--- config.mk ---
export PLATFORM = sky130hd
export DESIGN_NAME = note_sequencer
export DESIGN_NICKNAME = d
export VERILOG_FILES = /design/src/rtl/note_sequencer.sv
export SDC_FILE = /design/constraint.sdc
export NUM_CORES = 1
export LEC_CHECK = 0
export CAP_MARGIN = 20
export CORE_UTILIZATION = 40
export CTS_CLUSTER_SIZE = 10
export DETAILED_ROUTE_END_ITERATION = 8
export PLACE_DENSITY = 0.54
export SETUP_SLACK_MARGIN = 0.3
export SLEW_MARGIN = 20
export SYNTH_ARGS = -nofsm -noshare
export SYNTH_HDL_FRONTEND = slang
export SYNTH_SLANG_ARGS = --single-unit
--- constraint.sdc ---
create_clock -name clk -period 5.68 [get_ports clk]
set_input_delay 0.852 -clock clk [delete_from_list [all_inputs] [get_ports clk]]
set_output_delay 0.852 -clock clk [all_outputs]
set_load 0.01 [all_outputs]
--- src/rtl/note_sequencer.sv ---
// note_sequencer: steps a {song, step} address through external note ROMs, synthesises
// one square wave per voice and mixes the voices into a single PWM bit for the amplifier.
module note_sequencer #(
    parameter int CLK_HZ      = 100_000_000,
    parameter int NUM_VOICES  = 2,
    parameter int STEP_W      = 9,
    parameter int SEL_W       = 1,
    parameter int STEP_CYCLES = 8_388_608
) (
    input  logic                    clk,
    input  logic                    RESET,
    input  logic                    pause,
    input  logic                    loop,
    input  logic [SEL_W-1:0]        song_sel,
    output logic [SEL_W+STEP_W-1:0] rom_addr,
    input  logic [6*NUM_VOICES-1:0] rom_note,
    output logic [NUM_VOICES-1:0]   voice_sq,
    output logic                    audio_out,
    output logic                    shutdown_n,
    output logic                    gain_sel,
    output logic [STEP_W-1:0]       step,
    output logic                    step_tick,
    output logic                    done
);

    localparam int DIV_W   = 20;
    localparam int TIMER_W = $clog2(STEP_CYCLES);
    localparam logic [TIMER_W-1:0] TIMER_LAST = TIMER_W'(STEP_CYCLES - 1);
    localparam logic [STEP_W-1:0]  STEP_LAST  = '1;
    localparam logic [3:0]         PWM_LAST   = 4'(NUM_VOICES - 1);

    // Half-period for every 6-bit note code, flattened; code 0 (rest) maps to 0.
    function automatic logic [64*DIV_W-1:0] build_half_table();
        logic [64*DIV_W-1:0] tbl;
        int octave;
        int freq;
        int half;
        tbl = '0;
        for (int code = 1; code < 64; code++) begin
            octave = code / 12;
            if (octave > 5) octave = 5;
            case (code % 12)
                0:       freq = 110;
                1:       freq = 117;
                2:       freq = 123;
                3:       freq = 131;
                4:       freq = 139;
                5:       freq = 147;
                6:       freq = 156;
                7:       freq = 165;
                8:       freq = 175;
                9:       freq = 185;
                10:      freq = 196;
                default: freq = 208;
            endcase
            half = (CLK_HZ / (2 * freq)) >> octave;
            tbl[code*DIV_W +: DIV_W] = half[DIV_W-1:0];
        end
        return tbl;
    endfunction

    localparam logic [64*DIV_W-1:0] HALF_TABLE = build_half_table();

    logic [DIV_W-1:0]   half_rom [64];
    logic [SEL_W-1:0]   song_reg;
    logic [TIMER_W-1:0] timer;
    logic               silent;
    logic               song_change;
    logic               rest_all;
    logic [3:0]         mix;
    logic [3:0]         pwm_ctr;

    for (genvar c = 0; c < 64; c++) begin : g_half
        assign half_rom[c] = HALF_TABLE[c*DIV_W +: DIV_W];
    end

    assign song_change = (song_sel != song_reg);
    assign rest_all    = done | silent;
    assign rom_addr    = {song_reg, step};
    assign gain_sel    = 1'b1;

    // The step timer counts elapsed cycles upward, so it resets to 0 and still
    // expires STEP_CYCLES cycles after reset; a song change outranks expiry.
    always_ff @(posedge clk or posedge RESET) begin
        if (RESET) begin
            song_reg  <= '0;
            step      <= '0;
            timer     <= '0;
            step_tick <= 1'b0;
            done      <= 1'b0;
            silent    <= 1'b0;
        end else begin
            step_tick <= 1'b0;
            if (song_change) begin
                song_reg <= song_sel;
                step     <= '0;
                timer    <= '0;
                done     <= 1'b0;
                silent   <= 1'b1;
            end else if (!pause) begin
                if (timer == TIMER_LAST) begin
                    timer     <= '0;
                    step_tick <= 1'b1;
                    silent    <= 1'b0;
                    if (step != STEP_LAST) begin
                        step <= step + 1'b1;
                    end else if (loop) begin
                        step <= '0;
                    end else begin
                        done <= 1'b1;
                    end
                end else begin
                    timer <= timer + 1'b1;
                end
            end
        end
    end

    for (genvar v = 0; v < NUM_VOICES; v++) begin : g_voice
        logic [5:0]       note_reg;
        logic [5:0]       note_next;
        logic [DIV_W-1:0] div_ctr;
        logic             sq;

        assign note_next   = rest_all ? 6'd0 : rom_note[6*v +: 6];
        assign voice_sq[v] = sq;

        // A note change restarts the wave from a known phase rather than mid-cycle.
        always_ff @(posedge clk or posedge RESET) begin
            if (RESET) begin
                note_reg <= '0;
                div_ctr  <= '0;
                sq       <= 1'b0;
            end else if (!pause) begin
                if (note_next != note_reg) begin
                    note_reg <= note_next;
                    div_ctr  <= half_rom[note_next];
                    sq       <= 1'b0;
                end else if (note_reg == 6'd0) begin
                    sq <= 1'b0;
                end else if (div_ctr == '0) begin
                    sq      <= ~sq;
                    div_ctr <= half_rom[note_reg];
                end else begin
                    div_ctr <= div_ctr - 1'b1;
                end
            end
        end
    end

    always_comb begin
        mix = '0;
        for (int i = 0; i < NUM_VOICES; i++) begin
            mix = mix + 4'(voice_sq[i]);
        end
    end

    always_ff @(posedge clk or posedge RESET) begin
        if (RESET) begin
            pwm_ctr    <= '0;
            audio_out  <= 1'b0;
            shutdown_n <= 1'b0;
        end else begin
            shutdown_n <= ~pause & ~done;
            if (pause) begin
                audio_out <= 1'b0;
            end else begin
                audio_out <= (pwm_ctr < mix);
                pwm_ctr   <= (pwm_ctr == PWM_LAST) ? 4'd0 : pwm_ctr + 4'd1;
            end
        end
    end

endmodule

==> flow_summary.json, run 1 <==
{
  "slew-limit-headroom": 0.256,
  "hp-class": "flop to flop",
  "num-nets-final": 1836,
  "cts_root_buf": "clkbuf_16",
  "place_ws_ns": 1.09,
  "design.die.area_um2": 34500,
  "final_critical_path_setup_slack_ns": 1.32,
  "routedWlPerCell_um": 23.8,
  "drt-vias-per-instance": 6.90,
  "synth_fp_nets": 1947,
  "cts_setup_buffers": 0,
  "n_antenna_cell": 0,
  "final_min_period_over_clock_period": 0.767,
  "first_pass_grt_wire_length_mm": 82.1,
  "final_common_cell": "nor2_1",
  "synth_warnings": 0,
  "report.power.total_uw": 3520,
  "final_antenna_net_count": 0,
  "total_switching_power_uw": 1640,
  "cts_tree": "built",
  "largest_net_degree_at_the_start_of_global_routing": 65,
  "finalWeightedCongestion": 0.997,
  "hold_buffers": 0,
  "detailedRoute.firstPassIterationCount": 7,
  "cell_internal_pwr_uw": 1890,
  "power.leakage_uw": 0.00514,
  "hpwl_mm": 36.4,
  "rows": 66,
  "crit_path_start_kind": "primary input",
  "largest_register_ff_count": 40,
  "rsz0062_at_grt": "false",
  "worst_slew_pin_tran_ns": 1.11,
  "dr.first_iter.drc_count": 1961,
  "initial_utilization": 0.411,
  "yosys_most_used_dff": "dfrtp_1",
  "postRouteWirelength_mm": 52.8,
  "synth.avg_cell_area_um2": 7.18,
  "p_clk_frac": 0.195,
  "clock_path_buffers": 2,
  "clock-sinks": 96,
  "finalHoldViolations": 0,
  "worst_ep_arrival_time_ns": 4.67,
  "worst-path-max-fanout": 15,
  "synth_area_leaders": "dfrtp_1 (18%), a21oi_1 (4.8%), nor2_1 (4.7%), ha_1 (4.5%), o21ai_0 (4.4%)",
  "sw_frac_of_total": 0.465,
  "design.portCount": 43,
  "netlist_instances": 1881,
  "drc": 0,
  "global_route.usage.total": 0.305,
  "cts_inserted_buffers": 9,
  "final_core_util": 0.434,
  "comb_power_share": 0.511,
  "seq_power_share": 0.294,
  "timing.critical_path.to_type": "flop",
  "report.final.setup_viol": 0,
  "async_reset_ff_frac": 1.00,
  "fin_worst_skew_ns": 0.0199,
  "dieWidth_um": 186,
  "synth_seq_cells": 96,
  "routed-via-count": 15300,
  "yosysUniqueCellTypes": 79,
  "outcome": "finished, final reports clean",
  "critical_path_class": "primary input to flop",
  "synth-edff-count": 0,
  "timing.final.max_slew_violations": 0,
  "max_cap_viol_count": 0,
  "maxClockFrequency_ghz": 0.230,
  "grt_pass1_vias": 13900,
  "synthesis.area_um2": 13500,
  "core_um2": 32900,
  "die_ht_um": 186,
  "most_used_cells_in_the_layout_excluding_fill_and_tap_cells": "nor2_1 (168), nand2_1 (150), a21oi_1 (130)",
  "global_route.overflow_total": 0,
  "final_layout_size_suffix_gt1_frac": 0.0794,
  "htreeDepth": 3,
  "numPlacedInstances": 2201,
  "total_neg_setup_slack_ns": 0,
  "clock_insertion_delay_worst_skew_ns": 0.38,
  "syn2layout_area_growth_pct": 5.62,
  "post_layout_nonfiller_instances": 2217,
  "antenna_found_initial": 1,
  "worstPathRequired_ns": 6.00,
  "vdd.ir_drop.worst_uv": 277,
  "fill_cells": 3442,
  "port-buffer-count": 41,
  "clk_pin_slew_ns": 0.09,
  "power_per_cell_area_nw_per_um2": 247,
  "finalWorstPathRequiredPeriod_ns": 4.36,
  "synth_area_leader_cell": "dfrtp_1",
  "synth-seq-area-share": 0.178,
  "synth_largest_type_area_fraction": 0.178,
  "postCtsResizedCells": 0
}
layer usage:
layer  wire length [um]  part of all wire  global-route usage
met1              22000              0.42               0.415
met2              23800              0.45               0.480
met3               4880             0.092              0.0485
met4               2130             0.040               0.122
met5                 13           0.00025                   0
cell families after synthesis:
kind of cell	share of synthesized area
and+or+nand+nor	0.258
AOI/OAI and AO/OA	0.332
buffers and inverters	0.0765
DFF	0.178
xor gates and xnor gates	0.0428
muxes	0.0675
adders and majority gates	0.0454
other	0.000278
Yosys cell counts, types with 20 or more instances:
| master | instances |
|---|---|
| a211oi_1 | 34 |
| a21oi_1 | 130 |
| a31oi_1 | 49 |
| buf_1 | 28 |
| clkbuf_1 | 154 |
| dfrtp_1 | 96 |
| ha_1 | 49 |
| inv_1 | 53 |
| mux2i_1 | 28 |
| mux4_2 | 20 |
| nand2_1 | 150 |
| nand2b_1 | 46 |
| nand3_1 | 64 |
| nor2_1 | 169 |
| nor2b_1 | 42 |
| nor3_1 | 69 |
| o211ai_1 | 50 |
| o21ai_0 | 119 |
| o22ai_1 | 24 |
| o31ai_1 | 28 |
| or3_1 | 24 |
| xnor2_1 | 34 |
| xor2_1 | 32 |
final cells by class:
type,instances,area [um^2],share of cell area
Sequential cell,96,2410,0.169
Inverter,55,209,0.0147
Tap cell,442,553,0.0388
Multi-Input combinational cell,1526,10100,0.706
Timing Repair Buffer,82,698,0.0490
Clock inverter,7,97.6,0.00685
Clock buffer,9,225,0.0158
through the flow:
step	instance area, um^2	hold slack (ns)
2_1_floorplan	13500	0.443
3_3_place_gp	13900	0.476
3_5_place_dp	13900	0.479
4_1_cts	14300	0.495
5_1_grt	14300	0.522
6_report	14300	0.489
final timing paths:
check / startpoint / endpoint / slack, ns / cells past startpoint
setup reg to reg: done / g_voice[0].div_ctr[9] / 1.42 / 12
setup / recovery: rom_note[1] / g_voice[0].div_ctr[9] / 1.32 / 10
hold / removal: pwm_ctr[0] / pwm_ctr[0] / 0.49 / 1
max in group asynchronous: RESET / g_voice[1].note_reg[3] / 3.65 / 3
min in group asynchronous: RESET / step_tick / 0.99 / 2
hold reg to reg: pwm_ctr[0] / pwm_ctr[0] / 0.49 / 1
worst max-delay path, cell delays in order:
cell and delay, ns:
clkdlybuf4s50_1 0.50, or3b_2 0.60, inv_1 0.23, ha_1 0.61
o21ai_0 0.26, a211o_1 0.34, o31ai_1 0.07, a211oi_1 0.08
a2111oi_0 0.93, o31a_1 0.20
power groups by stage:
| stage | logic, uW | clock network (uW) | registers, uW |
|---|---|---|---|
| after floorplan | 1350 | 0 | 972 |
| after global placement | 1760 | 0 | 1040 |
| after detailed placement | 1760 | 0 | 1040 |
| after CTS | 1770 | 708 | 1030 |
| after global routing | 1970 | 727 | 1060 |
| final | 1800 | 687 | 1040 |
(Power assumes the default switching activity.)
==> run 2: changes to the inputs <==
--- a/config.mk
+++ b/config.mk
@@ -9,7 +9,7 @@
 export CORE_UTILIZATION = 40
 export CTS_CLUSTER_SIZE = 10
 export DETAILED_ROUTE_END_ITERATION = 8
-export PLACE_DENSITY = 0.54
+export PLACE_DENSITY = 0.56
 export SETUP_SLACK_MARGIN = 0.3
 export SLEW_MARGIN = 20
 export SYNTH_ARGS = -nofsm -noshare
==> constraint.sdc (replaced) <==
create_clock -name clk -period 3.7 [get_ports clk]
set_input_delay 0.555 -clock clk [delete_from_list [all_inputs] [get_ports clk]]
set_output_delay 0.555 -clock clk [all_outputs]
set_load 0.01 [all_outputs]
==> run 2 against run 1 <==
Via count grew 2.5%. Utilization increased by 1.6 points. Worst setup slack lost 0.88 ns.
==> flow_summary.json, run 2 (synthesized netlist as in run 1, its figures left out) <==
{
  "first_pass_grt_wire_length_mm": 83.8,
  "routedWlPerCell_um": 23.6,
  "design.portCount": 43,
  "drt-vias-per-instance": 6.86,
  "final_common_cell": "nor2_1",
  "vdd.ir_drop.worst_uv": 306,
  "syn2layout_area_growth_pct": 9.43,
  "numPlacedInstances": 2267,
  "worstPathRequired_ns": 3.93,
  "slew-limit-headroom": 0.425,
  "maxClockFrequency_ghz": 0.307,
  "hold_buffers": 0,
  "drc": 0,
  "reg_to_reg_start": "done",
  "grt_pass1_vias": 14400,
  "clk_pin_slew_ns": 0.08,
  "timing.rr.end": "g_voice[0].div_ctr[6]",
  "final_antenna_net_count": 0,
  "num-nets-final": 1903,
  "port-buffer-count": 41,
  "report.final.setup_viol": 0,
  "largest_register_ff_count": 40,
  "die_ht_um": 186,
  "hpwl_mm": 38.2,
  "routed-via-count": 15700,
  "timing.final.max_slew_violations": 0,
  "fin_hold_ws_ns": 0.483,
  "dieWidth_um": 186,
  "worst_ep_arrival_time_ns": 3.49,
  "max_cap_viol_count": 0,
  "most_used_cells_in_the_layout_excluding_fill_and_tap_cells": "nor2_1 (168), nand2_1 (150), a21oi_1 (130)",
  "final_min_period_over_clock_period": 0.881,
  "detailedRoute.firstPassIterationCount": 9,
  "global_route.usage.total": 0.309,
  "worst_slew_pin_tran_ns": 0.861,
  "timing.critical_path.to_type": "flop",
  "antenna_found_initial": 2,
  "final_core_util": 0.449,
  "hp-class": "flop to flop",
  "initial_utilization": 0.411,
  "cts_inserted_buffers": 9,
  "finalHoldViolations": 0,
  "clock_insertion_delay_worst_skew_ns": 0.37,
  "post_layout_nonfiller_instances": 2286,
  "outcome": "finished, final reports clean",
  "power.leakage_uw": 0.00546,
  "finalWorstPathRequiredPeriod_ns": 3.26,
  "fin_worst_skew_ns": 0.0194,
  "global_route.overflow_total": 0,
  "clock-sinks": 96,
  "finalWeightedCongestion": 1.03,
  "reg2reg_setup_slack_ns": 0.44,
  "critical_path_class": "flop to flop",
  "largest_net_degree_at_the_start_of_global_routing": 72,
  "worst-path-max-fanout": 8,
  "hold-path-endpoint": "pwm_ctr[0]",
  "cts_tree": "built",
  "clock_path_buffers": 2,
  "rsz0062_at_grt": "false",
  "htreeDepth": 3,
  "core_um2": 32900,
  "crit_path_start_kind": "flop",
  "postRouteWirelength_mm": 53.9,
  "min_from": "pwm_ctr[0]",
  "final_layout_size_suffix_gt1_frac": 0.114,
  "design.die.area_um2": 34500,
  "rows": 66,
  "cts_root_buf": "clkbuf_16",
  "cell_count_of_the_worst_hold_path": 1,
  "r2r.worst_path.cells": 11,
  "report.power.total_uw": 5520,
  "power_per_cell_area_nw_per_um2": 374,
  "dr.first_iter.drc_count": 2454,
  "total_neg_setup_slack_ns": 0
}
==> run 2: cell type report <==
type,count,area [um^2]
Inverter,55,209
Sequential cell,96,2410
Clock buffer,10,239
Tap cell,442,553
Fill cell,3414,18100
Clock inverter,6,56.3
Antenna cell,2,5.00
Multi-Input combinational cell,1526,10100
Timing Repair Buffer,149,1230
==> run 2: how the worst max path moves through the flow <==
| stage | from | to | slack (ns) |
|---|---|---|---|
| floorplan | done | g_voice[0].div_ctr[16] | 0.39 |
| global placement | rom_note[1] | g_voice[0].div_ctr[6] | 0.16 |
| detailed placement | rom_note[1] | g_voice[0].div_ctr[6] | 0.19 |
| CTS | silent | g_voice[0].div_ctr[6] | 0.40 |
| global route | rom_note[1] | g_voice[0].div_ctr[6] | 0.36 |
| finish | done | g_voice[0].div_ctr[6] | 0.44 |
==> run 2: power breakdown <==
part / switching (uW) / internal (uW) / total [uW]
registers: 337 / 1270 / 1610
logic: 1760 / 1180 / 2940
clock network: 485 / 492 / 976
==> run 2: layer usage <==
| layer | track usage | share of wire |
|---|---|---|
| met2 | 0.472 | 0.44 |
| met3 | 0.0540 | 0.10 |
| met4 | 0.147 | 0.051 |
| met1 | 0.421 | 0.40 |
| met5 | 0 | 0 |
==> run 2: timing repair <==
action                                  in CTS  in global routing
gates resized for setup                      0                  2
endpoints found under the setup margin       0                  2
buffers inserted                             0                  1
==> run 2: critical path, cell delays in order, from the launching register on <==
cell and delay, ns:
dfrtp_1 0.54, nor2_4 0.29, nand2_1 0.24, inv_1 0.23, ha_1 0.44, inv_1 0.19, nand3_1 0.13, o221a_2 0.23
o21ai_0 0.09, a2111oi_0 0.51, buf_4 0.19, o31ai_1 0.05
==> run 2: through the flow <==
step / worst slack [ns] / instance area [um^2]
finish: 0.439 / 14800
floorplan: 0.386 / 13500
global route: 0.360 / 14800
detailed placement: 0.185 / 14500
CTS: 0.399 / 14800
global placement: 0.157 / 14500
